File: config.mk
export PLATFORM = sky130hd
export DESIGN_NAME = apb_node_guarded_flat
export DESIGN_NICKNAME = d
export VERILOG_FILES = /design/src/rtl/apb_node_guarded_if.sv /design/src/rtl/apb_node_guarded.sv /design/src/flat_wrapper.sv
export SDC_FILE = /design/constraint.sdc
export NUM_CORES = 1
export LEC_CHECK = 0
export CAP_MARGIN = 5
export CORE_AREA = 2 2 465 467
export DETAILED_ROUTE_END_ITERATION = 8
export DIE_AREA = 0 0 467 469
export HOLD_SLACK_MARGIN = 0.12
export PLACE_DENSITY = 0.39
export SLEW_MARGIN = 15
export SYNTH_ARGS = -nofsm -noshare
export SYNTH_HDL_FRONTEND = slang
export SYNTH_SLANG_ARGS = --single-unit
File: constraint.sdc
create_clock -name clk_i -period 10.4 [get_ports clk_i]
set_input_delay 2.08 -clock clk_i [delete_from_list [all_inputs] [get_ports clk_i]]
set_output_delay 2.08 -clock clk_i [all_outputs]
set_load 0.005 [all_outputs]
File: src/rtl/apb_node_guarded_if.sv
// apb_node_guarded_if: upstream APB port, peripheral fan-out and error-status signals of apb_node_guarded.
interface apb_node_guarded_if #(
   parameter int NB_MASTER      = 10,
   parameter int APB_ADDR_WIDTH = 32,
   parameter int APB_DATA_WIDTH = 32,
   parameter int ERR_CNT_WIDTH  = 8
);
   logic [APB_ADDR_WIDTH-1:0]                s_paddr_i;
   logic [APB_DATA_WIDTH-1:0]                s_pwdata_i;
   logic                                     s_pwrite_i, s_psel_i, s_penable_i;
   logic [APB_DATA_WIDTH-1:0]                s_prdata_o;
   logic                                     s_pready_o, s_pslverr_o;
   logic [APB_ADDR_WIDTH-1:0]                m_paddr_o;
   logic [APB_DATA_WIDTH-1:0]                m_pwdata_o;
   logic                                     m_pwrite_o, m_penable_o;
   logic [NB_MASTER-1:0]                     m_psel_o;
   logic [NB_MASTER-1:0][APB_DATA_WIDTH-1:0] m_prdata_i;
   logic [NB_MASTER-1:0]                     m_pready_i, m_pslverr_i;
   logic [NB_MASTER-1:0][APB_ADDR_WIDTH-1:0] start_addr_i, end_addr_i;
   logic [APB_ADDR_WIDTH-1:0]                err_addr_o;
   logic [1:0]                               err_cause_o;
   logic [ERR_CNT_WIDTH-1:0]                 err_cnt_o;
   logic                                     err_clr_i;
   modport slave (
      input  s_paddr_i, s_pwdata_i, s_pwrite_i, s_psel_i, s_penable_i,
      input  m_prdata_i, m_pready_i, m_pslverr_i, start_addr_i, end_addr_i, err_clr_i,
      output s_prdata_o, s_pready_o, s_pslverr_o,
      output m_paddr_o, m_pwdata_o, m_pwrite_o, m_penable_o, m_psel_o,
      output err_addr_o, err_cause_o, err_cnt_o
   );
   modport master (
      output s_paddr_i, s_pwdata_i, s_pwrite_i, s_psel_i, s_penable_i,
      output m_prdata_i, m_pready_i, m_pslverr_i, start_addr_i, end_addr_i, err_clr_i,
      input  s_prdata_o, s_pready_o, s_pslverr_o,
      input  m_paddr_o, m_pwdata_o, m_pwrite_o, m_penable_o, m_psel_o,
      input  err_addr_o, err_cause_o, err_cnt_o
   );
endinterface

File: src/rtl/apb_node_guarded.sv
// apb_node_guarded: APB 1-to-N range decoder with decode-error response and sticky error capture.
// Define APB_NODE_WATCHDOG_EN to add the per-transfer watchdog (ABORT response, cause 10).
module apb_node_guarded #(
   parameter int NB_MASTER      = 10,
   parameter int APB_ADDR_WIDTH = 32,
   parameter int APB_DATA_WIDTH = 32,
   parameter int TIMEOUT_CYCLES = 256,
   parameter logic [APB_DATA_WIDTH-1:0] ERR_RDATA = 32'hBADA_CCE5,
   parameter int ERR_CNT_WIDTH  = 8
) (
   input logic               clk_i,
   input logic               rst_ni,
   apb_node_guarded_if.slave bus
);
   typedef enum logic [1:0] {
      IDLE, ACCESS, DECERR
`ifdef APB_NODE_WATCHDOG_EN
      , ABORT
`endif
   } state_t;
   state_t                    state_q, state_d;
   logic [NB_MASTER-1:0]      match, sel_q, sel_d;
   logic                      hit, setup, err_ev, rdy_mux, err_mux;
   logic [APB_DATA_WIDTH-1:0] rdata_mux;
   logic [1:0]                err_code, err_cause_q;
   logic [APB_ADDR_WIDTH-1:0] err_addr_q;
   logic [ERR_CNT_WIDTH-1:0]  err_cnt_q;
`ifdef APB_NODE_WATCHDOG_EN
   localparam int WD_W = $clog2(TIMEOUT_CYCLES);
   logic [WD_W-1:0] wd_q, wd_d;
   logic            wd_exp;
   assign wd_exp   = wd_q == WD_W'(TIMEOUT_CYCLES - 1);
   assign err_code = state_q == ABORT ? 2'b10 : 2'b01;
`else
   assign err_code = 2'b01;
`endif
   assign setup           = bus.s_psel_i & ~bus.s_penable_i;
   assign bus.m_paddr_o   = bus.s_paddr_i;
   assign bus.m_pwdata_o  = bus.s_pwdata_i;
   assign bus.m_pwrite_o  = bus.s_pwrite_i;
   assign bus.err_addr_o  = err_addr_q;
   assign bus.err_cause_o = err_cause_q;
   assign bus.err_cnt_o   = err_cnt_q;
   // first matching range wins, so overlaps resolve to the lowest index
   always_comb begin
      match     = '0;
      hit       = 1'b0;
      rdata_mux = '0;
      rdy_mux   = 1'b0;
      err_mux   = 1'b0;
      for (int i = 0; i < NB_MASTER; i++) begin
         if (!hit && bus.start_addr_i[i] <= bus.s_paddr_i && bus.s_paddr_i <= bus.end_addr_i[i]) begin
            match[i] = 1'b1;
            hit      = 1'b1;
         end
         if (sel_q[i]) begin
            rdata_mux = bus.m_prdata_i[i];
            rdy_mux   = bus.m_pready_i[i];
            err_mux   = bus.m_pslverr_i[i];
         end
      end
   end
   always_comb begin
      state_d         = state_q;
      sel_d           = sel_q;
      err_ev          = 1'b0;
      bus.m_psel_o    = '0;
      bus.m_penable_o = 1'b0;
      bus.s_prdata_o  = '0;
      bus.s_pready_o  = 1'b0;
      bus.s_pslverr_o = 1'b0;
`ifdef APB_NODE_WATCHDOG_EN
      wd_d            = '0;
`endif
      case (state_q)
         IDLE: begin
            bus.m_psel_o = match & {NB_MASTER{bus.s_psel_i}};
            if (setup) begin
               state_d = hit ? ACCESS : DECERR;
               sel_d   = match;
            end
         end
         ACCESS: begin
            bus.m_psel_o    = sel_q;
            bus.m_penable_o = bus.s_penable_i;
            bus.s_prdata_o  = bus.s_psel_i ? rdata_mux : '0;
            bus.s_pready_o  = bus.s_psel_i & rdy_mux;
            bus.s_pslverr_o = bus.s_psel_i & err_mux;
            if (!bus.s_psel_i || rdy_mux) state_d = IDLE;
`ifdef APB_NODE_WATCHDOG_EN
            else if (wd_exp) state_d = ABORT;
            else wd_d = wd_q + WD_W'(1);
`endif
         end
`ifdef APB_NODE_WATCHDOG_EN
         DECERR, ABORT: begin
`else
         DECERR: begin
`endif
            bus.s_prdata_o  = bus.s_psel_i ? ERR_RDATA : '0;
            bus.s_pready_o  = bus.s_psel_i;
            bus.s_pslverr_o = bus.s_psel_i;
            err_ev          = bus.s_psel_i;
            state_d         = IDLE;
         end
         default: state_d = IDLE;
      endcase
   end
   always_ff @(posedge clk_i or negedge rst_ni) begin
      if (!rst_ni) begin
         state_q     <= IDLE;
         sel_q       <= '0;
         err_addr_q  <= '0;
         err_cause_q <= 2'b00;
         err_cnt_q   <= '0;
`ifdef APB_NODE_WATCHDOG_EN
         wd_q        <= '0;
`endif
      end else begin
         state_q <= state_d;
         sel_q   <= sel_d;
`ifdef APB_NODE_WATCHDOG_EN
         wd_q    <= wd_d;
`endif
         // a new error beats a simultaneous clear
         if (err_ev && (bus.err_clr_i || err_cause_q == 2'b00)) begin
            err_addr_q  <= bus.s_paddr_i;
            err_cause_q <= err_code;
         end else if (bus.err_clr_i) begin
            err_addr_q  <= '0;
            err_cause_q <= 2'b00;
         end
         if (err_ev) err_cnt_q <= bus.err_clr_i ? ERR_CNT_WIDTH'(1) : err_cnt_q + ERR_CNT_WIDTH'(~&err_cnt_q);
         else if (bus.err_clr_i) err_cnt_q <= '0;
      end
   end
endmodule

File: src/flat_wrapper.sv
// flat-port wrapper written by rule: the top's interface ports become plain ports
module apb_node_guarded_flat 
#(
   parameter int NB_MASTER      = 10,
   parameter int APB_ADDR_WIDTH = 32,
   parameter int APB_DATA_WIDTH = 32,
   parameter int TIMEOUT_CYCLES = 256,
   parameter logic [APB_DATA_WIDTH-1:0] ERR_RDATA = 32'hBADA_CCE5,
   parameter int ERR_CNT_WIDTH  = 8
)
  (clk_i, rst_ni, bus_s_paddr_i, bus_s_pwdata_i, bus_s_pwrite_i, bus_s_psel_i, bus_s_penable_i, bus_m_prdata_i, bus_m_pready_i, bus_m_pslverr_i, bus_start_addr_i, bus_end_addr_i, bus_err_clr_i, bus_s_prdata_o, bus_s_pready_o, bus_s_pslverr_o, bus_m_paddr_o, bus_m_pwdata_o, bus_m_pwrite_o, bus_m_penable_o, bus_m_psel_o, bus_err_addr_o, bus_err_cause_o, bus_err_cnt_o);
  apb_node_guarded_if #(.NB_MASTER(NB_MASTER), .APB_ADDR_WIDTH(APB_ADDR_WIDTH), .APB_DATA_WIDTH(APB_DATA_WIDTH), .ERR_CNT_WIDTH(ERR_CNT_WIDTH)) bus_i ();
  input logic clk_i;
  input logic rst_ni;
  input wire logic [$bits(bus_i.s_paddr_i)-1:0] bus_s_paddr_i;
  input wire logic [$bits(bus_i.s_pwdata_i)-1:0] bus_s_pwdata_i;
  input wire logic [$bits(bus_i.s_pwrite_i)-1:0] bus_s_pwrite_i;
  input wire logic [$bits(bus_i.s_psel_i)-1:0] bus_s_psel_i;
  input wire logic [$bits(bus_i.s_penable_i)-1:0] bus_s_penable_i;
  input wire logic [$bits(bus_i.m_prdata_i)-1:0] bus_m_prdata_i;
  input wire logic [$bits(bus_i.m_pready_i)-1:0] bus_m_pready_i;
  input wire logic [$bits(bus_i.m_pslverr_i)-1:0] bus_m_pslverr_i;
  input wire logic [$bits(bus_i.start_addr_i)-1:0] bus_start_addr_i;
  input wire logic [$bits(bus_i.end_addr_i)-1:0] bus_end_addr_i;
  input wire logic [$bits(bus_i.err_clr_i)-1:0] bus_err_clr_i;
  output wire logic [$bits(bus_i.s_prdata_o)-1:0] bus_s_prdata_o;
  output wire logic [$bits(bus_i.s_pready_o)-1:0] bus_s_pready_o;
  output wire logic [$bits(bus_i.s_pslverr_o)-1:0] bus_s_pslverr_o;
  output wire logic [$bits(bus_i.m_paddr_o)-1:0] bus_m_paddr_o;
  output wire logic [$bits(bus_i.m_pwdata_o)-1:0] bus_m_pwdata_o;
  output wire logic [$bits(bus_i.m_pwrite_o)-1:0] bus_m_pwrite_o;
  output wire logic [$bits(bus_i.m_penable_o)-1:0] bus_m_penable_o;
  output wire logic [$bits(bus_i.m_psel_o)-1:0] bus_m_psel_o;
  output wire logic [$bits(bus_i.err_addr_o)-1:0] bus_err_addr_o;
  output wire logic [$bits(bus_i.err_cause_o)-1:0] bus_err_cause_o;
  output wire logic [$bits(bus_i.err_cnt_o)-1:0] bus_err_cnt_o;
  assign bus_i.s_paddr_i = bus_s_paddr_i;
  assign bus_i.s_pwdata_i = bus_s_pwdata_i;
  assign bus_i.s_pwrite_i = bus_s_pwrite_i;
  assign bus_i.s_psel_i = bus_s_psel_i;
  assign bus_i.s_penable_i = bus_s_penable_i;
  assign bus_i.m_prdata_i = bus_m_prdata_i;
  assign bus_i.m_pready_i = bus_m_pready_i;
  assign bus_i.m_pslverr_i = bus_m_pslverr_i;
  assign bus_i.start_addr_i = bus_start_addr_i;
  assign bus_i.end_addr_i = bus_end_addr_i;
  assign bus_i.err_clr_i = bus_err_clr_i;
  assign bus_s_prdata_o = bus_i.s_prdata_o;
  assign bus_s_pready_o = bus_i.s_pready_o;
  assign bus_s_pslverr_o = bus_i.s_pslverr_o;
  assign bus_m_paddr_o = bus_i.m_paddr_o;
  assign bus_m_pwdata_o = bus_i.m_pwdata_o;
  assign bus_m_pwrite_o = bus_i.m_pwrite_o;
  assign bus_m_penable_o = bus_i.m_penable_o;
  assign bus_m_psel_o = bus_i.m_psel_o;
  assign bus_err_addr_o = bus_i.err_addr_o;
  assign bus_err_cause_o = bus_i.err_cause_o;
  assign bus_err_cnt_o = bus_i.err_cnt_o;
  apb_node_guarded #(.NB_MASTER(NB_MASTER), .APB_ADDR_WIDTH(APB_ADDR_WIDTH), .APB_DATA_WIDTH(APB_DATA_WIDTH), .TIMEOUT_CYCLES(TIMEOUT_CYCLES), .ERR_RDATA(ERR_RDATA), .ERR_CNT_WIDTH(ERR_CNT_WIDTH)) u_core (.clk_i(clk_i), .rst_ni(rst_ni), .bus(bus_i));
endmodule
* Word level (Yosys, flattened, before mapping)
Cells that the tools add are included.
** Storage, ports and cells
- Register bits after elaboration :: 54
- Input bits :: 1050
- Output and inout port bits :: 152
- Logic and storage cells :: 143
** Cells by class
- Add/sub/neg operators :: 1
- Order comparisons :: 20
- Equal/unequal tests :: 4
- Mux-type cells :: 68
- Bitwise operators :: 5
- Reductions and logical operators :: 40
** Operator list (count)
- 32-bit <= comparator :: 20
- 32-bit two-way mux :: 14
- 32-bit one-hot mux with 2 select lines :: 1
- 1-bit two-way mux :: 41
- 8-bit two-way mux :: 3
- 1-bit logical AND :: 20
- 10-bit one-hot mux with 2 select lines :: 1
- 1-bit zero test :: 11
- 10-bit AND :: 1
- 2-bit two-way mux :: 5
- 8-bit by 1-bit adder with 8-bit output :: 1
- 8-bit AND reduction :: 1
- 2-bit zero test :: 2
- 2-bit by 1-bit inequality test with 1-bit output (second input constant) :: 2
- 1-bit one-hot mux with 2 select lines :: 2
- 2-bit one-hot mux with 2 select lines :: 1
- 2-bit AND reduction :: 2
- 2-bit nonzero test :: 2
- 1-bit AND :: 3
- 2-bit by 1-bit == test with 1-bit output (second input constant) :: 1
- 2-bit == test (second input constant) :: 1
- 1-bit logical OR :: 2
- 1-bit inverter :: 1

* Logic depth before layout (Yosys ltp)
- Depth after elaboration :: 42
- Gate-level depth with buffers :: 12
- Mapped depth without buffers :: 11

* Worst setup path after synthesis
OpenSTA, ideal clock, no wires.
- Path type :: input to output
- Start point :: in bus_s_paddr_i[28]
- End point :: out bus_m_psel_o[7]
- Arrival time :: 4338 ps
- Setup slack :: 3982 ps
- Stages on the path :: 10
- Buffers on the path :: 0
- Cells stage by stage :: inv_1 > ha_1 > nand4_1 > or2_1 > or4_1 > or3_1 > a22o_4 > nand2_4 > nor2_1 > a32o_1
** Between the ends
- Longest elaborated chain between the ends :: 33
** RTL lines
- start, declared :: line flat_wrapper.sv:15 : input wire logic [$bits(bus_i.s_paddr_i)-1:0] bus_s_paddr_i;
- 32-bit <= comparator :: line apb_node_guarded.sv:52 : if (!hit && bus.start_addr_i[i] <= bus.s_paddr_i && bus.s_paddr_i <= bus.end_addr_i[i]) begin
- 1-bit logical AND :: line apb_node_guarded.sv:52
- 1-bit two-way mux :: line apb_node_guarded.sv:52
- 1-bit zero test :: line apb_node_guarded.sv:52
- 1-bit logical AND (2 in a row) :: line apb_node_guarded.sv:52
- 1-bit two-way mux :: line apb_node_guarded.sv:52
- 1-bit zero test :: line apb_node_guarded.sv:52
- 1-bit logical AND (2 in a row) :: line apb_node_guarded.sv:52
- [... 14 more ...]
- 1-bit logical AND (2 in a row) :: line apb_node_guarded.sv:52
- 1-bit two-way mux :: line apb_node_guarded.sv:52
- 1-bit zero test :: line apb_node_guarded.sv:52
- 1-bit logical AND :: line apb_node_guarded.sv:52
- 1-bit logical AND (*) :: line apb_node_guarded.sv:52
- 1-bit two-way mux (*) :: line apb_node_guarded.sv:52
- 10-bit AND (*) :: line apb_node_guarded.sv:77 : bus.m_psel_o = match & {NB_MASTER{bus.s_psel_i}};
- 10-bit one-hot mux with 2 select lines (*) :: line apb_node_guarded.sv:75 : case (state_q)
- end, declared :: line flat_wrapper.sv:33 : output wire logic [$bits(bus_i.m_psel_o)-1:0] bus_m_psel_o;
Every way passes the cells marked *; elsewhere a longest branch is shown, timed or not.

* Final worst setup path
- Start point :: in bus_s_paddr_i[27]
- End point :: out bus_m_psel_o[9]
** Between the ends
- Longest elaborated chain between the ends :: 41
** RTL lines (line)
- 32-bit <= comparator :: apb_node_guarded.sv:52
- 1-bit logical AND :: apb_node_guarded.sv:52
- 1-bit two-way mux :: apb_node_guarded.sv:52
- 1-bit zero test :: apb_node_guarded.sv:52
- 1-bit logical AND (2 in a row) :: apb_node_guarded.sv:52
- 1-bit two-way mux :: apb_node_guarded.sv:52
- 1-bit zero test :: apb_node_guarded.sv:52
- 1-bit logical AND (2 in a row) :: apb_node_guarded.sv:52
- [... 22 more ...]
- 1-bit logical AND (2 in a row) :: apb_node_guarded.sv:52
- 1-bit two-way mux :: apb_node_guarded.sv:52
- 1-bit zero test :: apb_node_guarded.sv:52
- 1-bit logical AND :: apb_node_guarded.sv:52
- 1-bit logical AND (*) :: apb_node_guarded.sv:52
- 1-bit two-way mux (*) :: apb_node_guarded.sv:52
- 10-bit AND (*) :: apb_node_guarded.sv:77
- 10-bit one-hot mux with 2 select lines (*) :: apb_node_guarded.sv:75
Marks and branches as above.

==> summary.txt <==
Layout
  • Layout cell share with drive strength beyond 1: 3.80%
  • Synth-to-Final Area Change: 72.4%
  • Fin area: 0.0361 mm^2
  • Fill cells: 24200
  • Final non-filler cell total: 6742
  • Nets: 5565
  • Register area: 0.00134 mm^2
  • Area of the multi-input gates: 0.0175 mm^2

Synthesis
  • Synth Register Bits: 53
  • Average cell area after synthesis: 7.54 um^2
  • Cell Area, Synth: 0.0209 mm^2
  • YS warnings: 0
  • Unique cell type count in the Yosys netlist: 76
  • Synth area leaders: ha_1, inv_1, dfrtp_1, a21oi_1, o21ai_0
  • Yosys top cell area share: 38.6%
  • EDFF count, synth: 0
  • Post-synth top flop: dfrtp_1
  • Mapped Cells: 2774
  • Syn Nets: 4469
  • Sequential area share after synthesis: 6.34%
  • Post-synthesis async set-or-reset flop share: 100%
  • Cell taking the most area after synthesis: ha_1

Worst setup path
  • Critical Path AT: 7.60 ns
  • Max stage delay on crit path: 0.74 ns
  • Critical path fanouts, max: 5
  • Setup crit end kind: output port
  • FF-to-FF path depth: 10
  • Crit-path leading delay family: buffers and inverters
  • Crit path launch type: primary input
  • Worst EP required: 8.32 ns
  • Critical path class: in -> out
  • Crit-path slowest cell: a31oi_1
  • WP buf/inv: 4
  • Worst r2r dst: u_core.state_q[1]$_DFFE_PN0P_
  • CP Cell Sequence: clkdlybuf4s50_1 -> inv_1 -> buf_4 -> ha_1 -> nand4_1 -> nor3_1 -> nand4_1 -> a31oi_1 -> a2111oi_1 -> o22ai_1 -> nand4b_1 -> o31ai_1 -> clkdlybuf4s50_1
  • Stages on the worst setup path: 13
  • Reg-to-Reg Start: u_core.sel_q[1]$_DFFE_PN0P_
  • R2R Setup Slk: 7.27 ns

Pwr
  • Net Sw Frac: 52.8%
  • P per Cell Area: 71.0 mW/mm^2
  • Maximum vdd drop: 0.0000695 V
  • Reg power frac: 9.2%
  • Comb power frac: 82.2%
  • Sw power: 1350 uW
  • Clk network pwr share: 8.5%
  • Tot Pwr: 2560 uW
  • Lkg Pwr: 0.0154 uW
  • Cell Int Power: 1210 uW

Floorplanning
  • Die Area: 0.219 mm^2
  • Die Wd: 467 um
  • I/O pin count: 1202
  • Core Rows: 170
  • Starting density of the core: 9.78%
  • Die Ht: 469 um
  • CORE AREA: 0.214 mm^2

Clock tree
  • Worst-case clock buffer depth: 2
  • CTS H-tree depth: 2
  • Cts-stage hold buffer count: 0
  • CTS tree: yes
  • Post-CTS setup repair buffer count: 0
  • Clock sink count: 53
  • Total CTS buffers: 5
  • Root Driver: clkbuf_16
  • Clock slew at reported path FFs: 0.08 ns
  • Clock Latency Late Sink: 0.39 ns
  • Post-CTS Resized: 0

Global route
  • Global-route wire length before repair: 244 mm
  • Number of global-route vias before repair: 26200
  • Overall routing resource usage: 16.7%
  • Initial antenna violation count: 91
  • Largest net degree at the start of global routing: 60
  • Global route overflow: 0

Place
  • Post-Place Cell Area: 0.0358 mm^2
  • Place WS: 0.309 ns
  • GP Congestion: 0.903
  • Inst Count DP: 6701
  • IO Port Bufs: 1134
  • HPWL after detailed placement: 173 mm

STA
  • Fin crit share: 93.1%
  • Setup TNS: 0 ns
  • Layout Skew: 0.0382 ns
  • Min Tclk post-route: 9.68 ns
  • Unrepaired setup endpoints after global routing: no
  • Slew Viols, Final: 0
  • Highest clock rate: 0.103 GHz
  • Final hold vios: 0
  • Post-route setup slack: 0.721 ns
  • Slew headroom: 5.38%
  • Final setup fails: 0
  • Worst-Margin Slew: 1.40 ns

Worst hold path
  • Min-delay src: u_core.bus.err_addr_o[29]$_DFFE_PN0P_
  • Hold EP: u_core.bus.err_addr_o[29]$_DFFE_PN0P_
  • Worst Hold Depth: 1
  • Min-delay worst type: reg -> reg

Detailed routing
  • Wire length per cell: 28.5 um
  • ANT nets after route: 0
  • Drt initial violations: 1763
  • Routed vias: 26400
  • Routed wire length: 192 mm
  • DRC: 0
  • Vias per cell: 3.92
  • Drt pass-1 iters: 5

Run status
  • Outcome: finished, final reports clean

Flow run
  • Max cap viols: 0
[synthesized netlist by cell type (all sizes together) (27+ instances only)]
master and count:
ha 645, inv 376, a21oi 247, nand2 239
o21ai 215, nand4 133, nand3 79, buf 74
nor2 68, clkbuf 66, mux2i 65, a21o 59
nor2b 55, dfrtp 53, a221oi 39, a22o 39
o311ai 36, o211ai 27
[per-stage QoR]
| step | util, % | hold slack, ns |
|---|---|---|
| global placement | 16.8 | 0.489 |
| global route | 16.8 | 0.527 |
| finish | 16.9 | 0.510 |
| detailed placement | 16.8 | 0.492 |
| CTS | 16.8 | 0.513 |
| floorplan | - | 0.475 |
[sequential cells by signal (all words and copies together), names as in the netlist]
signal and count:
u_core.bus.err_cause_o 1, u_core.state_q 2, u_core.sel_q 10, u_core.bus.err_cnt_o 8
u_core.bus.err_addr_o 32
[cell families after synthesis]
| group | share of synthesized area [%] |
|---|---|
| AO/OA/AOI/OAI | 24.1 |
| XOR/XNOR | 0.167 |
| adder cells (fa/ha/maj) | 38.6 |
| buffers and inverters | 10.5 |
| flip-flops | 6.34 |
| multiplexers | 3.16 |
| other | 0.0179 |
| AND/OR/NAND/NOR | 17.1 |
[worst register-to-register path, stage by stage, from the launching register on]
cell      delay (ns)
dfrtp_2         0.35
buf_4           0.40
nor2b_4         0.08
buf_4           0.26
a221oi_1        0.32
o311ai_0        0.14
o21ai_0         0.11
o21ai_0         0.14
a221oi_1        0.76
nand3_1         0.19
a32o_1          0.28
[power by group through the flow]
stage                     logic [uW]  clock network, uW  registers (uW)
after global routing            2290                238             239
after global placement          2100                  0             241
after floorplan                  913                  0             224
final                           2100                218             236
after detailed placement        2110                  0             240
after CTS                       2130                237             236
[area by class of cell]
| cell class | instances | share of cell area, % |
|---|---|---|
| timing repair buffer | 1229 | 33.4 |
| clock inverter | 3 | 0.0798 |
| clock buffer | 5 | 0.347 |
| antenna | 33 | 0.229 |
| sequential | 53 | 3.70 |
| inverter | 376 | 3.91 |
| tap | 2838 | 9.85 |
| multi-input combinational | 2205 | 48.5 |
[worst max path at each step]
stage                                  from               to  slack [ns]
after CTS                 bus_s_paddr_i[26]  bus_m_psel_o[9]        0.26
after global placement    bus_s_paddr_i[26]  bus_m_psel_o[9]        0.24
final                     bus_s_paddr_i[27]  bus_m_psel_o[9]        0.72
after detailed placement  bus_s_paddr_i[26]  bus_m_psel_o[9]        0.31
after global routing      bus_s_paddr_i[26]  bus_m_psel_o[9]        0.23
after floorplan           bus_s_paddr_i[28]  bus_m_psel_o[7]        3.98
[metal layers]
metal | global-route usage (%) | part of all wire (%) | up-vias
met2 | 28.3 | 48 | 1104
met3 | 3.47 | 6.2 | 150
met4 | 3.64 | 2.0 | 38
li1 | - | - | 12500
met1 | 21.5 | 44 | 12600
met5 | 0 | 0.12 | -
[cells in the final DEF, fill, tap and decap left out, types with 66 or more instances in the layout]
cell	Yosys	routed
nand3_1	79	79
nor2_1	68	66
nand2_1	238	238
buf_4	66	96
o21ai_0	214	214
inv_1	376	375
clkdlybuf4s50_1	0	1127
ha_1	645	645
a21oi_1	247	246
nand4_1	132	132
Power figures use the tool's default switching activity.
